## src/rtl/alu_share_arbiter.sv

```systemverilog
// alu_share_arbiter
// Shares one external 32-bit ALU between two requesters. A round-robin
// arbiter picks a winner in IDLE, the winner's operands and ALUControl code
// are latched and presented to the ALU for one EXEC cycle, and the ALU
// Result/Zero are registered and returned to the winner in RESP over a
// valid/ready handshake.
//
// Build option: define ALU_ILLEGAL_OP_CHECK_EN to add resp0_err/resp1_err.
// With it, unsupported ALUControl codes bypass the ALU and are answered
// directly with result=0, zero=0, err=1.
module alu_share_arbiter #(
  parameter int WIDTH = 32,
  parameter int OPW   = 4
) (
  input  logic             clk,
  input  logic             reset,
  // requester 0
  input  logic             req0_valid,
  output logic             req0_ready,
  input  logic [WIDTH-1:0] req0_a,
  input  logic [WIDTH-1:0] req0_b,
  input  logic [OPW-1:0]   req0_op,
  // requester 1
  input  logic             req1_valid,
  output logic             req1_ready,
  input  logic [WIDTH-1:0] req1_a,
  input  logic [WIDTH-1:0] req1_b,
  input  logic [OPW-1:0]   req1_op,
  // response 0
  output logic             resp0_valid,
  input  logic             resp0_ready,
  output logic [WIDTH-1:0] resp0_result,
  output logic             resp0_zero,
  // response 1
  output logic             resp1_valid,
  input  logic             resp1_ready,
  output logic [WIDTH-1:0] resp1_result,
  output logic             resp1_zero,
`ifdef ALU_ILLEGAL_OP_CHECK_EN
  output logic             resp0_err,
  output logic             resp1_err,
`endif
  // external ALU
  output logic [WIDTH-1:0] alu_a,
  output logic [WIDTH-1:0] alu_b,
  output logic [OPW-1:0]   alu_ctrl,
  input  logic [WIDTH-1:0] alu_result,
  input  logic             alu_zero
);

  typedef enum logic [1:0] {
    IDLE = 2'd0,
    EXEC = 2'd1,
    RESP = 2'd2
  } state_t;

  // arbitration state
  state_t           state_q, state_d;
  logic             last_grant_q, last_grant_d;
  logic             owner_q, owner_d;

  // operands latched on accept; these also drive the ALU
  logic [WIDTH-1:0] opa_q, opa_d;
  logic [WIDTH-1:0] opb_q, opb_d;
  logic [OPW-1:0]   opc_q, opc_d;

  // per-port response registers
  logic [WIDTH-1:0] res0_q, res0_d;
  logic [WIDTH-1:0] res1_q, res1_d;
  logic             zero0_q, zero0_d;
  logic             zero1_q, zero1_d;
  logic             vld0_q, vld0_d;
  logic             vld1_q, vld1_d;
`ifdef ALU_ILLEGAL_OP_CHECK_EN
  logic             err0_q, err0_d;
  logic             err1_q, err1_d;
`endif

  // arbitration / selection helpers
  logic             grant_sel;
  logic             accept;
  logic             owner_ready;
  logic             skip_exec;
  logic [WIDTH-1:0] sel_a;
  logic [WIDTH-1:0] sel_b;
  logic [OPW-1:0]   sel_op;

`ifdef ALU_ILLEGAL_OP_CHECK_EN
  // Only AND, OR, ADD, SUB and SLT are implemented by the ALU.
  function automatic logic is_illegal(input logic [OPW-1:0] op);
    case (op)
      OPW'(0), OPW'(1), OPW'(2), OPW'(6), OPW'(7): is_illegal = 1'b0;
      default:                                     is_illegal = 1'b1;
    endcase
  endfunction
`endif

  // Round-robin pick: a lone requester wins; on a tie the one not served last wins.
  always_comb begin
    if (req0_valid && req1_valid) begin
      grant_sel = ~last_grant_q;
    end else begin
      grant_sel = ~req0_valid;
    end
    sel_a  = grant_sel ? req1_a  : req0_a;
    sel_b  = grant_sel ? req1_b  : req0_b;
    sel_op = grant_sel ? req1_op : req0_op;
  end

  // Ready is offered only in IDLE, only to the granted requester, never during reset.
  always_comb begin
    req0_ready = !reset && (state_q == IDLE) && req0_valid && !grant_sel;
    req1_ready = !reset && (state_q == IDLE) && req1_valid &&  grant_sel;
    accept     = req0_ready || req1_ready;
    owner_ready = owner_q ? resp1_ready : resp0_ready;
  end

  // Next-state and next-register computation for the IDLE -> EXEC -> RESP flow.
  always_comb begin
    // NOTE: every *_d gets its hold value first so no path can infer a latch.
    state_d      = state_q;
    last_grant_d = last_grant_q;
    owner_d      = owner_q;
    opa_d        = opa_q;
    opb_d        = opb_q;
    opc_d        = opc_q;
    res0_d       = res0_q;
    res1_d       = res1_q;
    zero0_d      = zero0_q;
    zero1_d      = zero1_q;
    vld0_d       = vld0_q;
    vld1_d       = vld1_q;
`ifdef ALU_ILLEGAL_OP_CHECK_EN
    err0_d       = err0_q;
    err1_d       = err1_q;
`endif
    skip_exec    = 1'b0;

    case (state_q)
      IDLE: begin
        if (accept) begin
          owner_d      = grant_sel;
          last_grant_d = grant_sel;
`ifdef ALU_ILLEGAL_OP_CHECK_EN
          skip_exec    = is_illegal(sel_op);
          if (grant_sel) begin
            err1_d = skip_exec;
          end else begin
            err0_d = skip_exec;
          end
`endif
          if (skip_exec) begin
            // Unsupported code: answer at once, leave the ALU inputs untouched.
            state_d = RESP;
            if (grant_sel) begin
              res1_d  = '0;
              zero1_d = 1'b0;
              vld1_d  = 1'b1;
            end else begin
              res0_d  = '0;
              zero0_d = 1'b0;
              vld0_d  = 1'b1;
            end
          end else begin
            opa_d   = sel_a;
            opb_d   = sel_b;
            opc_d   = sel_op;
            state_d = EXEC;
          end
        end
      end

      EXEC: begin
        // The ALU has seen the latched operands for a full cycle; capture it.
        if (owner_q) begin
          res1_d  = alu_result;
          zero1_d = alu_zero;
          vld1_d  = 1'b1;
        end else begin
          res0_d  = alu_result;
          zero0_d = alu_zero;
          vld0_d  = 1'b1;
        end
        state_d = RESP;
      end

      RESP: begin
        // Hold the response until the owner takes it, then return to IDLE.
        if (owner_ready) begin
          vld0_d  = 1'b0;
          vld1_d  = 1'b0;
          state_d = IDLE;
        end
      end

      default: begin
        state_d = IDLE;
      end
    endcase
  end

  // State and datapath registers; reset discards any operation in flight.
  always_ff @(posedge clk or posedge reset) begin
    if (reset) begin
      state_q      <= IDLE;
      last_grant_q <= 1'b1;
      owner_q      <= 1'b0;
      opa_q        <= '0;
      opb_q        <= '0;
      opc_q        <= '0;
      res0_q       <= '0;
      res1_q       <= '0;
      zero0_q      <= 1'b0;
      zero1_q      <= 1'b0;
      vld0_q       <= 1'b0;
      vld1_q       <= 1'b0;
`ifdef ALU_ILLEGAL_OP_CHECK_EN
      err0_q       <= 1'b0;
      err1_q       <= 1'b0;
`endif
    end else begin
      // NOTE: non-blocking updates so every register samples the pre-edge values.
      state_q      <= state_d;
      last_grant_q <= last_grant_d;
      owner_q      <= owner_d;
      opa_q        <= opa_d;
      opb_q        <= opb_d;
      opc_q        <= opc_d;
      res0_q       <= res0_d;
      res1_q       <= res1_d;
      zero0_q      <= zero0_d;
      zero1_q      <= zero1_d;
      vld0_q       <= vld0_d;
      vld1_q       <= vld1_d;
`ifdef ALU_ILLEGAL_OP_CHECK_EN
      err0_q       <= err0_d;
      err1_q       <= err1_d;
`endif
    end
  end

  // Registered outputs
  assign alu_a        = opa_q;
  assign alu_b        = opb_q;
  assign alu_ctrl     = opc_q;
  assign resp0_valid  = vld0_q;
  assign resp0_result = res0_q;
  assign resp0_zero   = zero0_q;
  assign resp1_valid  = vld1_q;
  assign resp1_result = res1_q;
  assign resp1_zero   = zero1_q;
`ifdef ALU_ILLEGAL_OP_CHECK_EN
  assign resp0_err    = err0_q;
  assign resp1_err    = err1_q;
`endif

endmodule

```

## config.mk

```make
export PLATFORM = sky130hd
export DESIGN_NAME = alu_share_arbiter
export DESIGN_NICKNAME = d
export VERILOG_FILES = /design/src/rtl/alu_share_arbiter.sv
export SDC_FILE = /design/constraint.sdc
export NUM_CORES = 1
export LEC_CHECK = 0
export ABC_AREA = 1
export BUFFER_PORTS_ARGS = -buffer_cell sky130_fd_sc_hd__buf_2
export CAP_MARGIN = 20
export CORE_AREA = 2 2 163 165
export CTS_BUF_LIST = sky130_fd_sc_hd__clkbuf_4 sky130_fd_sc_hd__clkbuf_8
export CTS_CLUSTER_SIZE = 8
export DETAILED_ROUTE_END_ITERATION = 10
export DIE_AREA = 0 0 165 167
export GPL_ROUTABILITY_DRIVEN = 0
export HOLD_SLACK_MARGIN = 0.1
export PLACE_DENSITY = 0.59
export SETUP_SLACK_MARGIN = 0.02
export SLEW_MARGIN = 25
export SYNTH_ARGS = -nofsm -noshare
export SYNTH_HDL_FRONTEND = slang
export SYNTH_SLANG_ARGS = --single-unit
```

## constraint.sdc

```tcl
create_clock -name clk -period 13.1 [get_ports clk]
set_clock_uncertainty 0.05 [all_clocks]
set_input_delay 3.93 -clock clk [delete_from_list [all_inputs] [get_ports clk]]
set_output_delay 3.93 -clock clk [all_outputs]
set_load 0.02 [all_outputs]
```

; ---- After elaboration in Yosys (flattened, before gate mapping)
; Index checks and enable logic that the tools add are counted.
[totals]
register_bits = 140
in_bits = 175
out_inout_bits = 138
word_cells = 51
[op_classes]
n_eq_ne = 6
mux = 13
n_bitwise = 3
reduce_logical = 17
[ops]
columns = cell, n
row1 = $mux W32, 2
row2 = $ne A2 B2 Y1 const B, 4
row3 = $reduce_and A2 Y1, 4
row4 = $logic_and A1 B1 Y1, 6
row5 = $pmux W2 S3, 1
row6 = $reduce_and A3 Y1, 2
row7 = $mux W1, 5
row8 = $mux W2, 2
row9 = $mux W4, 1
row10 = $pmux W1 S2, 2
row11 = $not A1 Y1, 3
row12 = $eq A2 B1 Y1 const B, 1
row13 = $eq A2 B2 Y1 const B, 1
row14 = $logic_not A1 Y1, 2
row15 = $logic_not A2 Y1, 1
row16 = $reduce_bool A2 Y1, 1
row17 = $logic_or A1 B1 Y1, 1

; ---- Logic depth before layout (Yosys ltp)
[logic_depth]
depth_word = 7
mapped_depth = 8
ltp_nobuf = 7

; ---- Worst setup path before layout
; OpenSTA, ideal clock, no wires.
[synth_path]
path_type = in2out
start = input port reset
end = output port req1_ready
arrival_ps = 7985
required_ps = 9120
slack_ps = 1135
path_stages = 6
n_path_buf = 1
path_cell_list = inv_1 -> nand3_1 -> nand2_4 -> buf_6 -> nand2_2 -> inv_1
[synth_between]
elab_chain_cells = 4
[synth_rtl]
columns = item, line_no
row1 = "start, declared", 16  ; input logic reset,
row2 = $logic_not A1 Y1 (no line), --
row3 = $logic_and A1 B1 Y1 (3 in series), 113  ; req1_ready = !reset && (state_q == IDLE) && req1_valid && grant_sel;
row4 = "end, declared", 25  ; output logic req1_ready,
; Every way passes these cells.

; ---- Worst setup path in the final report
[layout_path]
start = input port req0_valid
end = output port req1_ready
[layout_between]
elab_chain_cells = 3
elab_cells_between_ends = 4
classes_between = mux: 1 / bitwise: 1 / reduce/logical: 2
[layout_rtl]
columns = item, line_no
row1 = "start, declared", 18  ; input logic req0_valid,
row2 = $logic_and A1 B1 Y1 or $not A1 Y1 (tied branches), "100, 103"
row3 = $mux W1 (*), 100  ; if (req0_valid && req1_valid) begin
row4 = $logic_and A1 B1 Y1 (*), 113
; Mark *: on every way between the ends. The rest lies on a longest branch, timed or not.

==> qor.csv <==
metric,value,unit
crit path to,req1_ready,
Die Wd,165,um
min-delay worst type,reg -> reg,
RSZ-0062 raised after global routing,no,
fin crit period,9.80,ns
DRT iter0 DRCs,362,
Leak,4.98,nW
Setup Total Neg Slack,0,ns
clock latency on the worst-skew pair,0.43,ns
f_max,102,MHz
CP startpoint,req0_valid,
CTS tree,built,
Mean Syn Cell Area,7.97,sq um
clock share of power,19.1,%
most frequent cells in the layout,"nand2_1, buf_2, dfrtp_1",
Via density,4.19,
Worst Max-Slew Pin Slew,0.844,ns
"Clk pin slew, worst setup/hold paths",0.08,ns
Residual DRC,0,
Clock Path Buffers,2,
CP Max Fanout,71,
area of the core,25800,sq um
R2R setup slack,11.27,ns
final slew viol count,0,
Synth area leaders,"dfrtp_1, nand2_1, nand3_1",
Routed Antenna Nets,0,
Worst VDD drop,0.0989,mV
initial antenna violation count,3,
Reg2Reg Capture Point,alu_b[20],
Post-Syn Nets,969,
cell count of the worst reg-to-reg path,5,
Root Buffer,clkbuf_8,
CP arrival,5.82,ns
Die H,167,um
Post-CTS Repair Setup Buffers,0,
crit path launch type,input pin,
Placed Instances,1398,
status,finished clean,
Tcrit/Tclk final,74.8,%
Placed Area,8050,sq um
sequential fraction of the synthesis area,55.4,%
Syn. warnings,0,
routed len/inst,13.5,um
grt total ovfl,0,
initial core utilization,24.6,%
cell area after synthesis,6330,sq um
endpoints failing setup,0,
CTS sink count,140,
CTS H-Tree Depth,4,
Fin. Hold Viols,0,
synth unique cells,20,
HPWL Detailed,13900,um
reg2reg start,state_q[0],
internal power,1.13,mW
vias in the first global route,5839,
DIE AREA,27600,sq um
"most common cell after layout, fill and taps aside",nand2_1,
most area-hungry cell type in the Yosys netlist,dfrtp_1,
fin area,8500,sq um
final WL,19300,um
CTS resizes,0,
Port Buffers,312,
max cap viols,0,
crit path kind,in -> out,
I/O pins,313,
Num CTS Buffers,17,
cells after synthesis,794,
Setup crit end kind,primary output,
drt pass-1 iters,5,
Pwr Total,2.04,mW
first-pass GRT wire length,30300,um
register bit total from synthesis,140,
Flop pwr share,37.2,%
GRT Resource Usage Total,14.1,%
final-layout fill cell count,2794,
combinational power share,43.7,%
Worst slew margin,43.7,%
Vias,6008,
hold-fix buffers at CTS,0,
P&R area growth vs syn,34.2,%
Finished Core Util,33.0,%
Critical Path RT,9.12,ns
Layout Nets,1257,
share of cells above drive strength 1,33.1,%
Std-Cell Rows,59,
Sw Share,44.5,%
top-area cell type share of the netlist area,55.0,%
Psw,0.908,mW
"non-filler cells, final",1433,
Power per Cell Area,240,nW/um^2
pin count of the biggest net entering global routing,72,
-- through the flow --
stage	hold WS [ns]	worst slack, ns
finish	0.423	3.30
global route	0.447	3.07
CTS	0.428	3.24
detailed placement	0.410	3.24
global placement	0.405	3.29
floorplan	0.393	1.13
-- metal layers --
layer | GRT usage [%] | up-vias | part of all wire (%)
met2 | 23.1 | 224 | 46
met4 | 4.31 | 2 | 1.7
met3 | 4.56 | 25 | 9.0
met1 | 17.6 | 2713 | 43
met5 | 0 | - | 0.067
li1 | - | 3044 | -
-- how the worst min path moves through the flow --
stage / from / end / slack (ns) / cells after the start
6_report: last_grant_q / last_grant_q / 0.42 / 2
3_3_place_gp: resp1_valid / resp1_valid / 0.41 / 2
5_1_grt: alu_b[24] / alu_b[24] / 0.45 / 2
4_1_cts: last_grant_q / last_grant_q / 0.43 / 2
2_1_floorplan: last_grant_q / last_grant_q / 0.39 / 2
3_5_place_dp: alu_a[13] / alu_a[13] / 0.41 / 2
-- Yosys cell counts --
library cell / instances
buf_1: 4
buf_2: 20
buf_4: 1
buf_6: 14
clkbuf_1: 10
clkbuf_8: 1
dfrtp_1: 139
dfstp_2: 1
inv_1: 38
nand2_1: 420
nand2_2: 2
nand2_4: 1
nand3_1: 70
nand3_2: 2
nand3_4: 1
nor2_1: 2
nor2_4: 1
o211ai_2: 1
o21ai_0: 60
o21ai_1: 6
-- critical path: stages --
cell     delay, ns
buf_2         0.07
buf_4         0.61
nand3_2       0.22
nand2_4       0.59
nand2_2       0.13
inv_1         0.10
buf_2         0.16
-- power groups by stage --
stage	logic [mW]	clock network, mW	registers [mW]
6_report	0.892	0.389	0.758
5_1_grt	0.994	0.428	0.787
4_1_cts	0.909	0.407	0.760
3_5_place_dp	0.911	0	0.763
3_3_place_gp	0.898	0	0.761
2_1_floorplan	0.332	0	1.01
-- area by class of cell --
type / count / area [sq um] / area share [%]
clock inverter: 13 / 180 / 2.12
inverter: 38 / 148 / 1.74
clock buffer: 19 / 262 / 3.08
antenna: 3 / 7.51 / 0.0884
timing repair buffer: 319 / 1610 / 19.0
multi-input combinational: 566 / 2360 / 27.8
tap: 335 / 419 / 4.93
sequential: 140 / 3500 / 41.3
-- state kept, by name, summed over array words and instances, names as in the netlist --
| signal | count |
|---|---|
| resp1_result | 32 |
| owner_q | 1 |
| resp1_valid | 1 |
| resp0_valid | 1 |
| alu_a | 32 |
| last_grant_q | 1 |
| resp0_zero | 1 |
| resp0_result | 32 |
| resp1_zero | 1 |
| alu_ctrl | 4 |
| state_q | 2 |
| alu_b | 32 |
-- cell families after synthesis --
kind of cell / share of synthesized area, %
AO/OA/AOI/OAI: 5.42
buffers and inverters: 7.49
flip-flops: 55.4
AND/OR/NAND/NOR: 31.7
No activity file was read; power rests on OpenSTA's default activity.
